$ cat src/rtl/x2050add.sv
// Main adder stage of the 2050 data flow: binary/decimal sum into T with carry, overflow and zero latches.
// Optional byte parity on T is built when X2050_ADDER_PARITY_EN is defined.
module x2050add #(
    parameter int unsigned DW = 32
) (
    input  logic              clk,
    input  logic              rst,
    input  logic              i_advance,
    input  logic [DW-1:0]     i_xin,
    input  logic [DW-1:0]     i_y,
    input  logic              i_tc,
    input  logic              i_dec,
    input  logic [1:0]        i_ci,
    input  logic              i_ld_t,
    input  logic              i_ld_c,
    output logic [DW-1:0]     o_sum,
    output logic [DW-1:0]     o_t,
    output logic              o_carry,
    output logic              o_ovf,
    output logic              o_zero,
    output logic [DW/8-1:0]   o_tp
);

    localparam int unsigned ND = DW / 4;
    localparam int unsigned NB = DW / 8;

    logic [DW-1:0] t_q;
    logic          carry_q;
    logic          ovf_q;
    logic          zero_q;

    logic          cin_c;
    logic [DW:0]   bin_full_c;
    logic          bin_cmsb_c;
    logic [DW-1:0] dec_l_c;
    logic [DW-1:0] dec_sum_c;
    logic          dec_co_c;
    logic          dec_cy_c;
    logic [4:0]    dig_c;
    logic          co_c;
    logic          ovf_calc_c;

    // Carry-in select; the latch term is the value held before this edge
    always_comb begin
        cin_c = 1'b0;
        case (i_ci)
            2'd0:    cin_c = 1'b0;
            2'd1:    cin_c = 1'b1;
            2'd2:    cin_c = carry_q;
            default: cin_c = ~carry_q;
        endcase
    end

    assign bin_full_c = {1'b0, i_xin} + {1'b0, i_y} + (DW+1)'(cin_c);
    assign bin_cmsb_c = bin_full_c[DW-1] ^ i_xin[DW-1] ^ i_y[DW-1];

    // True decimal add pre-biases each digit by 6 so digit carries occur at 10
    assign dec_l_c = i_xin + (i_tc ? {ND{4'h6}} : DW'(0));

    // Ripple by digit; digits without carry-out drop the bias locally
    always_comb begin
        dec_sum_c = '0;
        dec_cy_c  = cin_c;
        dig_c     = '0;
        for (int k = 0; k < int'(ND); k++) begin
            dig_c    = 5'(dec_l_c[4*k +: 4]) + 5'(i_y[4*k +: 4]) + 5'(dec_cy_c);
            dec_cy_c = dig_c[4];
            dec_sum_c[4*k +: 4] = dig_c[4] ? dig_c[3:0] : (dig_c[3:0] - 4'd6);
        end
        dec_co_c = dec_cy_c;
    end

    assign o_sum      = i_dec ? dec_sum_c : bin_full_c[DW-1:0];
    assign co_c       = i_dec ? dec_co_c  : bin_full_c[DW];
    assign ovf_calc_c = i_dec ? 1'b0      : (bin_cmsb_c ^ bin_full_c[DW]);

    // T and condition latches; loads are independent and gated by i_advance
    always_ff @(posedge clk) begin
        if (rst) begin
            t_q     <= '0;
            carry_q <= 1'b0;
            ovf_q   <= 1'b0;
            zero_q  <= 1'b1;
        end else if (i_advance) begin
            if (i_ld_t) begin
                t_q    <= o_sum;
                zero_q <= (o_sum == '0);
            end
            if (i_ld_c) begin
                carry_q <= co_c;
                ovf_q   <= ovf_calc_c;
            end
        end
    end

    assign o_t     = t_q;
    assign o_carry = carry_q;
    assign o_ovf   = ovf_q;
    assign o_zero  = zero_q;

`ifdef X2050_ADDER_PARITY_EN
    logic [NB-1:0] tp_q;
    logic [NB-1:0] tp_next_c;

    always_comb begin
        tp_next_c = '1;
        for (int k = 0; k < int'(NB); k++) begin
            tp_next_c[k] = ~^o_sum[8*k +: 8];
        end
    end

    always_ff @(posedge clk) begin
        if (rst) begin
            tp_q <= '1;
        end else if (i_advance && i_ld_t) begin
            tp_q <= tp_next_c;
        end
    end

    assign o_tp = tp_q;
`else
    assign o_tp = {NB{1'b1}};
`endif

endmodule

$ cat config.mk
export PLATFORM = sky130hd
export DESIGN_NAME = x2050add
export DESIGN_NICKNAME = d
export VERILOG_FILES = /design/src/rtl/x2050add.sv
export SDC_FILE = /design/constraint.sdc
export NUM_CORES = 1
export LEC_CHECK = 0
export ABC_AREA = 1
export CORE_MARGIN = 2
export CORE_UTILIZATION = 54
export DETAILED_ROUTE_END_ITERATION = 6
export PLACE_DENSITY = 0.85
export SLEW_MARGIN = 20
export SYNTH_ARGS = -nofsm -noshare
export SYNTH_HDL_FRONTEND = slang
export SYNTH_SLANG_ARGS = --single-unit
export TNS_END_PERCENT = 30
$ cat constraint.sdc
create_clock -name clk -period 18.7 [get_ports clk]
set_input_delay 4.675 -clock clk [delete_from_list [all_inputs] [get_ports clk]]
set_output_delay 4.675 -clock clk [all_outputs]
set_load 0.02 [all_outputs]
* Word level (Yosys, flattened, before mapping)
Index checks and enable logic that the tools add are counted.
** Operators by class
- Eq/ne operators :: 2
- Multiplexer cells :: 13
- Bitwise logic cells :: 4
- Add/sub/neg operators :: 27
- Reductions and logical operators :: 4
** Operator list (count)
- adder 4 x 4 -> 5 bit :: 8
- adder 5 x 1 -> 5 bit :: 8
- adder 32 x 32 -> 33 bit :: 1
- adder 33 x 1 -> 33 bit :: 1
- adder 32 x 31 -> 32 bit :: 1
- zero test 32 bit :: 1
- 2-to-1 mux 32 bit :: 1
- 2-to-1 mux 4 bit :: 8
- subtractor 4 x 3 -> 4 bit, second input constant :: 8
- 2-to-1 mux 31 bit :: 1
- AND reduction 2 bit :: 2
- one-hot mux 1 bit (3 select lines) :: 1
- XOR 1 bit :: 3
- == test 2 x 1 -> 1 bit, second input constant :: 1
- == test 2 bit, second input constant :: 1
- zero test 2 bit :: 1
- 2-to-1 mux 1 bit :: 2
- NOT 1 bit :: 1
** Word-level totals
- Register bits after elaboration :: 35
- Output and inout bits :: 71

* Longest topological paths before layout
Gate-level depths: netlist of run 1.
- Depth after elaboration :: 15
- Depth in mapped cells :: 58
- Mapped depth without buffers :: 56

* Worst setup path after synthesis of run 1
No wires, ideal clock.
- Path type :: in2out
- From :: in i_xin[1]
- To :: out o_sum[31]
- Stages on the path :: 50
- Required time :: 14025 ps
- Slack :: 1067 ps
- Arrival :: 12958 ps
- Cells stage by stage :: ha_1 -> fa_1 -> nor2_1 -> nor2_1 -> ha_1 -> nand3_1 -> nand2_1 -> inv_1 -> fa_1 -> inv_1 -> fa_1 -> nand3_1 -> nand2_1 -> inv_1 -> fa_1 -> inv_1 -> fa_1 -> nand3_1 -> [14 not listed] -> fa_1 -> nand3_1 -> and2_1 -> buf_2 -> fa_1 -> inv_1 -> fa_1 -> nand3_1 -> and2_1 -> clkbuf_1 -> fa_1 -> fa_1 -> xnor2_1 -> ha_1 -> nor2_1 -> xor2_1 -> nand2_1 -> nand2_2
** On the way
- Word-level cells in the longest chain between the ends :: 13
- Elaborated cells on any way between the ends :: 22
** RTL lines
- start: declaration :: line 9 : input logic [DW-1:0] i_xin,
- adder 32 x 31 -> 32 bit :: line 58 : assign dec_l_c = i_xin + (i_tc ? {ND{4'h6}} : DW'(0));
- adder 4 x 4 -> 5 bit :: line 66 : dig_c = 5'(dec_l_c[4*k +: 4]) + 5'(i_y[4*k +: 4]) + 5'(dec_cy_c);
- adder 5 x 1 -> 5 bit (8 in a row) :: line 66
- subtractor 4 x 3 -> 4 bit :: line 68 : dec_sum_c[4*k +: 4] = dig_c[4] ? dig_c[3:0] : (dig_c[3:0] - 4'd6);
- 2-to-1 mux 4 bit :: line 68
- 2-to-1 mux 32 bit * :: line 73 : assign o_sum = i_dec ? dec_sum_c : bin_full_c[DW-1:0];
- end: declaration :: line 16 : output logic [DW-1:0] o_sum,
Mark *: on every way between the ends. The rest lies on a longest branch, timed or not.

* Final worst setup path of run 1
- From :: in i_ci[1]
- To :: out o_sum[31]
** On the way
- Word-level cells in the longest chain between the ends :: 13
- Elaborated cells on any way between the ends :: 16
** RTL lines
- start: declaration :: line 13 : input logic [1:0] i_ci,
- == test 2 bit, or another cell as far along :: line 46 : case (i_ci)
- one-hot mux 1 bit (3 select lines) * :: line 46
- adder 5 x 1 -> 5 bit (8 in a row) :: line 66
- subtractor 4 x 3 -> 4 bit :: line 68
- 2-to-1 mux 4 bit :: line 68
- 2-to-1 mux 32 bit * :: line 73
Marks and branches as above.

==> summary.md, run 1 <==
| Metric | Value |
|---|---|
| Status | `complete, no violations` |
| CTS sink cnt | `35` |
| Setup WS post-layout | `0.499 ns` |
| Synth area leaders | `nand2_1 (19%), ha_1 (14%), inv_1 (12%)` |
| DRC | `0` |
| Final Instance Area | `8850 sq um` |
| Register area share after synthesis | `10.0%` |
| Root buf cell | `clkbuf_16` |
| Skew-Pair Late Insertion Delay | `0.28 ns` |
| CTS Buf Count | `5` |
| Largest net degree at the start of global routing | `47` |
| Rel. slew slack | `46.3%` |
| Worst VDD drop | `0.0366 mV` |
| Combinational Power Share | `70.0%` |
| Crit-path max FO | `4` |
| CP max stage cell | `fa_2` |
| DPL Wire Length | `18.2 mm` |
| Final Hold Vio Count | `0` |
| PortBufs | `139` |
| Final Max Tran Viols | `0` |
| Initial antenna violation count | `0` |
| Most common cell in the netlist | `nand2_1` |
| Launching element type of the critical path | `primary input` |
| Initial Utilization | `55.5%` |
| TritonCTS clock tree | `yes` |
| RR Startpoint | `o_carry$_SDFFE_PP0P_` |
| Mapped Cells | `1219` |
| Period minus WS final | `18.20 ns` |
| Hold Buf Count CTS | `0` |
| Core area | `12600 sq um` |
| Critical Path RT | `14.03 ns` |
| Worst path buffer plus inverter count | `16` |
| LEAKAGE | `4.86 nW` |
| Slowest stage delay, CP | `0.55 ns` |
| Dpl ws | `-0.176 ns` |
| Fmax | `54.9 MHz` |
| FF-to-FF End | `o_zero$_SDFFE_PP1P_` |
| Ant. Diodes | `0` |
| Width of the die | `118 um` |
| Nets | `1533` |
| Crit Path Class | `primary input to output pin` |
| Reg-to-reg slack, setup | `9.64 ns` |
| Setup TNS | `0 ns` |
| GP Congestion | `0.941` |
| DR vias | `8133` |
| Synth top cells by count | `nand2_1 (348), inv_1 (222), nor2_1 (124), nand3_1 (104), ha_1 (79)` |
| CP endpoint kind | `output pin` |
| First-pass GRT wire length | `34.5 mm` |
| Int Power | `320 uW` |
| Setup Viol. Count Final | `0` |
| Die Ht | `118 um` |
| Num rows | `41` |
| Placed Cells | `1525` |
| Antenna Nets Post-Route | `0` |
| Post-synth ARST share | `0%` |
| Fillcell total | `1194` |
| Total grt overflow | `0` |
| CP arrival | `13.53 ns` |
| Pwr per Cell Area | `68.3 nW/um^2` |
| Layout area overhead | `26.4%` |
| Hold path startpoint | `o_ovf$_SDFFE_PP0P_` |
| Synth area leader | `nand2_1` |
| Final wirelength | `21.6 mm` |
| Vias/cell | `5.29` |
| Hold path depth | `2` |
| Synth cell types | `41` |
| Post-synth top flop | `dfxtp_1` |
| Clock-pin slew on the worst setup and hold paths | `0.05 ns` |
| Crit path top cell by count | `fa_2` |
| Sw power | `285 uW` |
| Seq pwr share | `13.9%` |
| Syn_area_per_cell | `5.74 sq um` |
| Share of cells above drive strength 1 | `6.82%` |
| Number of DRC markers in iteration 0 | `547` |
| Worst Hold Path EP | `o_ovf$_SDFFE_PP0P_` |
| Crit-path leading delay family | `adder cells` |
| EDFF count, synth | `0` |
| Reg2Reg Depth | `55` |
| RSZ-0062 raised after global routing | `false` |
| Synth warnings | `0` |
| Area of the die | `13900 sq um` |
| Clock network power share | `16.1%` |
| Slew @ Worst Pin | `0.803 ns` |
| Max Cap Viol | `0` |
| Worst hold path class | `flop to flop` |
| CTS max path bufs | `2` |
| Fin crit share | `97.3%` |
| Fin cells | `1536` |
| Worst Skew | `0.00207 ns` |
| First-pass DRT Iterations | `6` |
| Wire per inst | `14.1 um` |
| # IOs | `144` |
| Mapped Area | `7000 sq um` |
| Switch share | `47.1%` |
| H-tree levels | `2` |
| Gr usage total | `30.0%` |
| Vias in the first global route | `7361` |
| Synth top area share | `18.7%` |
| Placed Area | `8630 sq um` |
| #FFs+latches synth | `35` |
==> cell usage in the layout (no fill, tap or decap), types with 10 or more instances in the layout <==
cell type,synthesis,final
clkdlybuf4s50_1,0,134
fa_2,0,12
nand3b_1,14,14
xnor2_1,18,18
inv_1,222,216
nand3_1,104,104
o211ai_1,13,13
nand2_1,348,348
ha_1,79,78
xor2_1,28,28
nand2_2,10,10
inv_2,7,13
buf_4,4,19
o21ai_0,41,41
a21oi_1,59,59
nor2_1,124,123
nand4_1,12,12
dfxtp_1,35,35
==> what timing repair did <==
| item | in CTS | in global routing |
|---|---|---|
| buffers inserted | 0 | 3 |
| pin swaps | 0 | 3 |
| hold endpoints to repair | 0 | 0 |
| gates resized for setup | 3 | 31 |
| endpoints found under the setup margin | 3 | 3 |
==> kinds of logic (layout without fill, tap and decap cells) <==
logic type      Yosys count  in the layout  synth area share, %
compound gates          144            144                 11.9
buf+inv                 254            396                 13.9
flops                    35             35                 10.0
fa+ha+maj                97             97                 19.3
xor+xnor                 46             46                 5.75
other cells               1              4               0.0536
simple gates            642            642                 39.1
==> per-stage QoR <==
step	total power, mW	hold slack, ns	util, %
global placement	0.488	0.453	68.4
CTS	0.595	0.474	69.7
global route	0.655	0.505	70.1
finish	0.604	0.469	70.1
floorplan	0.350	0.541	-
detailed placement	0.498	0.464	68.4
==> layer usage <==
metal | track usage [%] | routed length [um] | vias to the layer above
met5 | 0 | 0 | -
met4 | 8.73 | 498 | 0
met3 | 2.71 | 1550 | 33
met2 | 51.2 | 9980 | 292
met1 | 40.2 | 9580 | 3681
li1 | - | - | 4127
==> registers in the layout (all words and copies together) (netlist names) <==
| name | flops |
|---|---|
| o_zero | 1 |
| o_ovf | 1 |
| o_t | 32 |
| o_carry | 1 |
==> power groups by stage <==
stage	Combinational [mW]	Sequential, mW	Clock (mW)
after CTS	0.412	0.0842	0.0980
after detailed placement	0.412	0.0856	0
after global routing	0.468	0.0850	0.101
after global placement	0.402	0.0854	0
after floorplan	0.257	0.0929	0
final	0.423	0.0842	0.0971
==> worst reg2reg max path: cells and delay by family (launching register included) <==
kind,cells,cell delay [ns]
xor+xnor,2,0.34
compound gates,1,0.11
flops,1,0.36
buf+inv,15,1.10
simple gates,20,1.93
fa+ha+maj,17,5.14
==> worst max path at each step <==
stage	startpoint	end	slack (ns)	cells after the start
2_1_floorplan	i_xin[1]	o_sum[31]	1.07	50
3_5_place_dp	i_tc	o_sum[31]	-0.18	50
6_report	i_ci[1]	o_sum[31]	0.50	52
3_3_place_gp	i_tc	o_sum[31]	0.08	50
5_1_grt	i_ci[1]	o_sum[31]	0.04	52
4_1_cts	i_tc	o_sum[31]	0.07	50
==> layout make-up <==
| type | instances | area [sq um] | share of cell area, % |
|---|---|---|---|
| Inverter | 231 | 867 | 9.80 |
| Multi-Input combinational cell | 933 | 5380 | 60.7 |
| Clock buffer | 6 | 139 | 1.57 |
| Clock inverter | 2 | 35.0 | 0.396 |
| Timing Repair Buffer | 157 | 1520 | 17.2 |
| Sequential cell | 35 | 701 | 7.92 |
| Tap cell | 172 | 215 | 2.43 |
(Power assumes the default switching activity.)
==> run 2, diff against run 1 <==
Settings changed: CORE_UTILIZATION 54 to 49, PLACE_DENSITY 0.85 to 0.81.
Clock period 18.7 ns to 15.4 ns, I/O delays scaled along.
==> run 2 against run 1 <==
Compared with the run above: the run now ends with setup timing left; register-to-register slack worse by 3.3 ns; sequential power increased by 21%; sequential share of layout area shrank 0.56 points; largest cell class unchanged; largest power group unchanged; highest routed layer unchanged.
==> summary.md, run 2 (synthesis results as in run 1) <==
| Metric | Value |
|---|---|
| Status | `finished with violations` |
| Failing checks | `setup timing` |
| Most common cell after layout, fill and taps aside | `nand2_1` |
| Layout area overhead | `36.0%` |
| Root buf cell | `clkbuf_16` |
| Hold path depth | `2 (unchanged)` |
| Initial antenna violation count | `0 (unchanged)` |
| Total grt overflow | `0 (unchanged)` |
| FF-to-FF End | `o_zero$_SDFFE_PP1P_` |
| Antenna Nets Post-Route | `0 (unchanged)` |
| Critical Path RT | `11.55 ns (-2.48 ns)` |
| Final Max Tran Viols | `0 (unchanged)` |
| Area of the die | `15300 sq um (+9.8%)` |
| Reg2Reg Depth | `58 (+5.5%)` |
| Clock-pin slew on the worst setup and hold paths | `0.05 ns (about the same)` |
| First-pass GRT wire length | `34.9 mm (+1.2%)` |
| Vias in the first global route | `7822 (+6.3%)` |
| CP arrival | `12.26 ns (-1.27 ns)` |
| TritonCTS clock tree | `yes` |
| Slowest stage delay, CP | `0.42 ns (-0.13 ns)` |
| Core area | `13900 sq um (+10%)` |
| Crit Path Class | `primary input to output pin` |
| PortBufs | `139 (unchanged)` |
| Number of DRC markers in iteration 0 | `606 (+11%)` |
| LEAKAGE | `5.26 nW (+8.2%)` |
| RR Startpoint | `o_carry$_SDFFE_PP0P_` |
| Worst hold path class | `flop to flop` |
| Fin crit share | `105%` |
| Initial Utilization | `50.2% (-5.2 points)` |
| DRC | `0 (unchanged)` |
| Share of cells above drive strength 1 | `14.1% (+7.3 points)` |
| Die Ht | `124 um (+4.8%)` |
| Max Cap Viol | `0 (unchanged)` |
| Placed Cells | `1591 (+4.3%)` |
| Num rows | `43 (+4.9%)` |
| Overall power | `793 uW (+31%)` |
| Setup TNS | `-2.08 ns (-2.08 ns)` |
| Vias/cell | `5.25 (-0.86%)` |
| Placed Area | `9150 sq um (+6.0%)` |
| Final Hold Vio Count | `0 (unchanged)` |
| DPL Wire Length | `18.4 mm (+1.3%)` |
| # IOs | `144 (unchanged)` |
| Wire per inst | `13.8 um (-2.0%)` |
| Period minus WS final | `16.11 ns` |
| Fmax | `62.1 MHz` |
| Rel. slew slack | `44.3% (-2.0 points)` |
| Crit-path max FO | `3 (-1)` |
| Slew @ Worst Pin | `0.834 ns (+0.0305 ns)` |
| Crit path top cell by count | `fa_2` |
| CTS Buf Count | `5 (unchanged)` |
| First-pass DRT Iterations | `5 (-1)` |
| CP endpoint kind | `output pin` |
| Setup WS post-layout | `-0.706 ns (-1.20 ns)` |
| Largest net degree at the start of global routing | `47 (unchanged)` |
| Hold Buf Count CTS | `0 (unchanged)` |
| Width of the die | `124 um (+4.8%)` |
| Fin cells | `1617 (+5.3%)` |
| Launching element type of the critical path | `primary input` |
| Reg-to-reg slack, setup | `6.30 ns (-3.34 ns)` |
| RSZ-0062 raised after global routing | `true` |
| Worst Hold Path EP | `o_ovf$_SDFFE_PP0P_` |
| CTS max path bufs | `2 (unchanged)` |
| CP max stage cell | `fa_2` |
| Max FFs per register | `32 (unchanged)` |
| DR vias | `8488 (+4.4%)` |
| Hold path startpoint | `o_ovf$_SDFFE_PP0P_` |
| Ant. Diodes | `0 (unchanged)` |
| GP Congestion | `0.966 (+2.6%)` |
| Pwr per Cell Area | `83.3 nW/um^2 (+22%)` |
| Skew-Pair Late Insertion Delay | `0.27 ns (about the same)` |
| Worst VDD drop | `0.0415 mV (+13%)` |
| CTS sink cnt | `35 (unchanged)` |
| Commonest cells after routing, fill and taps aside | `nand2_1 (342), inv_1 (207), clkdlybuf4s50_1 (125), nor2_1 (121), nand3_1 (98)` |
| Gr usage total | `28.4% (-1.6 points)` |
| Setup Viol. Count Final | `3 (+3)` |
| Final wirelength | `22.3 mm (+3.2%)` |
| Worst Skew | `0.00115 ns (-0.000919 ns)` |
| Final Instance Area | `9520 sq um (+7.6%)` |
| H-tree levels | `2 (unchanged)` |
| Nets | `1606 (+4.8%)` |
[run 2: critical path, delay by kind of cell]
kind / cells / cell delay, ns
adders and majority gates: 17 / 5.27
and+or+nand+nor: 17 / 1.58
buffers and inverters: 13 / 1.09
AOI/OAI and AO/OA: 3 / 0.46
[run 2: worst max path at each step]
stage	slack, ns	start	cells past startpoint	endpoint
after floorplan	-0.31	i_xin[1]	50	o_sum[31]
after global placement	-1.20	i_ci[1]	52	o_sum[31]
after detailed placement	-1.42	i_ci[1]	52	o_sum[31]
after CTS	-0.63	i_ci[1]	52	o_sum[31]
after global routing	-1.11	i_tc	51	o_sum[30]
final	-0.71	i_tc	50	o_sum[29]
[run 2: timing repair]
item | in CTS | in global routing
cloned | 0 | 0
resized for setup | 30 | 41
setup endpoints to repair | 9 | 8
pin swaps | 20 | 33
setup buffers | 11 | 7
[run 2: through the flow]
stage	util [%]	worst slack [ns]	hold slack [ns]
finish	68.3	-0.706	0.473
global route	68.3	-1.11	0.492
CTS	67.6	-0.633	0.475
detailed placement	65.6	-1.42	0.463
global placement	65.6	-1.20	0.450
floorplan	-	-0.310	0.541
[run 2: layout make-up]
class	count	area, sq um
inverters	231	867
fillers	1261	4410
flip-flops and latches	35	701
well taps	180	225
clock buffers	6	139
multi-input cells	933	5480
clock inverters	2	35.0
repair buffers	230	2080
[run 2: power by group]
group	leakage, nW	total [mW]	switching (mW)	internal (mW)
clock	0.0868	0.117	0.0364	0.0804
combinational	4.89	0.574	0.323	0.252
sequential	0.289	0.102	0.00403	0.0982
total	5.26	0.793	0.363	0.430
[run 2: routing by layer]
metal / vias up / track usage (%) / part of all wire [%]
met4: 0 / 7.74 / 1.9
met5: - / 0 / 0
li1: 4272 / - / -
met3: 35 / 2.12 / 6.9
met1: 3867 / 37.6 / 44
met2: 314 / 49.6 / 47
==> run 3, diff against run 2 <==
Settings changed: SETUP_SLACK_MARGIN set to 0.1.
==> run 3 against run 2 <==
Compared with the run above: the flow still finishes with violations (setup timing); fmax about the same; largest power group unchanged; non-clock buffer count is the same; cell area increased by 0.13%; register-to-register slack about the same; final cell count unchanged; combinational power hardly changed; die area did not move; global-route usage about the same; sequential cell count is the same; critical endpoint is now o_sum[30].
==> summary.md, run 3 (synthesis results as in run 1) <==
| Metric | Value |
|---|---|
| Status | `finished with violations` |
| Failing checks | `setup timing` |
| Layout area overhead | `36.2%` |
| CP arrival | `12.24 ns (-0.02 ns)` |
| CTS Buf Count | `5 (unchanged)` |
| Commonest cells after routing, fill and taps aside | `nand2_1 (340), inv_1 (207), clkdlybuf4s50_1 (123), nor2_1 (121), nand3_1 (97)` |
| Largest net degree at the start of global routing | `47 (unchanged)` |
| First-pass DRT Iterations | `5 (unchanged)` |
| Vias in the first global route | `7833 (+0.14%)` |
| CP endpoint kind | `output pin` |
| Crit Path Class | `primary input to output pin` |
| Final Hold Vio Count | `0 (unchanged)` |
| FF-to-FF End | `o_zero$_SDFFE_PP1P_` |
| CTS sink cnt | `35 (unchanged)` |
| Max Cap Viol | `0 (unchanged)` |
| Core area | `13900 sq um (unchanged)` |
| CTS max path bufs | `2 (unchanged)` |
| Ant. Diodes | `0 (unchanged)` |
| Reg2Reg Depth | `58 (unchanged)` |
| Number of DRC markers in iteration 0 | `613 (+1.2%)` |
| Worst hold path class | `flop to flop` |
| Final Instance Area | `9540 sq um (+0.13%)` |
| DR vias | `8472 (-0.19%)` |
| Root buf cell | `clkbuf_16` |
| Gr usage total | `28.4% (+0.048 points)` |
| Crit path top cell by count | `fa_2` |
| Setup crit end | `o_sum[30]` |
| Area of the die | `15300 sq um (unchanged)` |
| # IOs | `144 (unchanged)` |
| GRT met2 Usage | `49.6% (unchanged)` |
| Combinational Power Share | `72.4% (about the same)` |
| GP Congestion | `0.966 (unchanged)` |
| PortBufs | `139 (unchanged)` |
| Nets | `1606 (unchanged)` |
| RSZ-0062 raised after global routing | `true` |
| Worst Skew | `0.000840 ns (-0.000312 ns)` |
| Crit-path max FO | `3 (unchanged)` |
| Setup WS post-layout | `-0.693 ns (+0.0129 ns)` |
| First-pass GRT wire length | `34.9 mm (about the same)` |
| Int Power | `431 uW (about the same)` |
| Initial antenna violation count | `0 (unchanged)` |
| Slowest stage delay, CP | `0.42 ns (about the same)` |
| Share of cells above drive strength 1 | `14.4% (+0.28 points)` |
| Max FFs per register | `32 (unchanged)` |
| Vias/cell | `5.24 (-0.19%)` |
| Period minus WS final | `16.09 ns (-0.0129 ns)` |
| CP max stage cell | `fa_2` |
| WHS | `0.476 ns (+0.00322 ns)` |
| RR Startpoint | `o_carry$_SDFFE_PP0P_` |
| Worst VDD drop | `0.0423 mV (+1.9%)` |
| Final wirelength | `22.3 mm (-0.13%)` |
| Met3 Usage GRT | `2.21% (+0.092 points)` |
| Total grt overflow | `0 (unchanged)` |
| Fin crit share | `105% (about the same)` |
| Final Max Tran Viols | `0 (unchanged)` |
| Clock-pin slew on the worst setup and hold paths | `0.05 ns (about the same)` |
| Fin cells | `1617 (unchanged)` |
| Fmax | `62.1 MHz (about the same)` |
| DRC | `0 (unchanged)` |
| Slew @ Worst Pin | `0.824 ns (-0.00961 ns)` |
| DPL Wire Length | `18.4 mm (unchanged)` |
| Die Ht | `124 um (unchanged)` |
| LEAKAGE | `5.28 nW (+0.25%)` |
| Hold Buf Count CTS | `0 (unchanged)` |
| Setup Viol. Count Final | `3 (unchanged)` |
| Launching element type of the critical path | `primary input` |
| TritonCTS clock tree | `yes` |
| Most common cell after layout, fill and taps aside | `nand2_1` |
| Placed Area | `9150 sq um (unchanged)` |
| GR peak layer | `met2` |
| Seq pwr share | `12.9% (about the same)` |
| Clock network power share | `14.8% (about the same)` |
| Placed Cells | `1591 (unchanged)` |
| Width of the die | `124 um (unchanged)` |
| Initial Utilization | `50.2% (unchanged)` |
| Reg-to-reg slack, setup | `6.29 ns (about the same)` |
| Num rows | `43 (unchanged)` |
| Pwr per Cell Area | `83.3 nW/um^2 (about the same)` |
| H-tree levels | `2 (unchanged)` |
| Dpl ws | `-1.42 ns (unchanged)` |
| Antenna Nets Post-Route | `0 (unchanged)` |
| Rel. slew slack | `44.9% (+0.64 points)` |
| Met1 Use GR | `37.5% (-0.056 points)` |
| Switch share | `45.8% (+0.060 points)` |
| Origin of the worst setup path | `i_tc` |
| Wire per inst | `13.8 um (-0.13%)` |
| Critical Path RT | `11.55 ns (about the same)` |
| Sw power | `364 uW (+0.30%)` |
| Skew-Pair Late Insertion Delay | `0.28 ns (about the same)` |
| Setup TNS | `-2.04 ns (+0.0385 ns)` |
==> run 3: metal layers <==
layer  part of all wire (%)  up-vias
met1                     44     3850
li1                       -     4278
met3                    6.5       40
met2                     47      304
met5                      0        -
met4                    2.1        0
==> run 3: area by class of cell <==
type | instances | area [sq um]
multi-input combinational | 933 | 5490
fill | 1259 | 4400
timing repair buffer | 230 | 2080
inverter | 231 | 867
sequential | 35 | 701
tap | 180 | 225
clock buffer | 6 | 139
clock inverter | 2 | 35.0
==> run 3: worst min path at each step <==
| stage | cells past startpoint | end | startpoint | slack, ns |
|---|---|---|---|---|
| 2_1_floorplan | 2 | o_ovf$_SDFFE_PP0P_ | o_ovf$_SDFFE_PP0P_ | 0.54 |
| 3_3_place_gp | 2 | o_zero$_SDFFE_PP1P_ | o_zero$_SDFFE_PP1P_ | 0.45 |
| 3_5_place_dp | 2 | o_zero$_SDFFE_PP1P_ | o_zero$_SDFFE_PP1P_ | 0.46 |
| 4_1_cts | 2 | o_ovf$_SDFFE_PP0P_ | o_ovf$_SDFFE_PP0P_ | 0.48 |
| 5_1_grt | 2 | o_ovf$_SDFFE_PP0P_ | o_ovf$_SDFFE_PP0P_ | 0.49 |
| 6_report | 2 | o_ovf$_SDFFE_PP0P_ | o_ovf$_SDFFE_PP0P_ | 0.48 |
==> run 3: what timing repair did <==
item | 4_1_cts | 5_1_grt
pin swaps | 20 | 33
resized for setup | 35 | 46
setup endpoints to repair | 10 | 9
setup buffers | 11 | 7
==> run 3: worst max-delay path, delay by kind of cell <==
family                     cells  cell delay (ns)
and+or+nand+nor               17             1.57
AOI/OAI and AO/OA              4             0.55
buffers and inverters         13             0.99
adders and majority gates     17             5.27
==> run 3: power by group through the flow <==
stage / logic (mW) / registers [mW] / clock network [mW]
after CTS: 0.554 / 0.102 / 0.118
after detailed placement: 0.541 / 0.104 / 0
after global routing: 0.634 / 0.103 / 0.122
final: 0.575 / 0.102 / 0.117
after floorplan: 0.320 / 0.113 / 0
after global placement: 0.525 / 0.104 / 0
==> run 3: through the flow <==
stage | total power, mW | utilization [%]
CTS | 0.774 | 67.6
floorplan | 0.433 | -
finish | 0.795 | 68.4
global placement | 0.629 | 65.6
global route | 0.859 | 68.4
detailed placement | 0.645 | 65.6
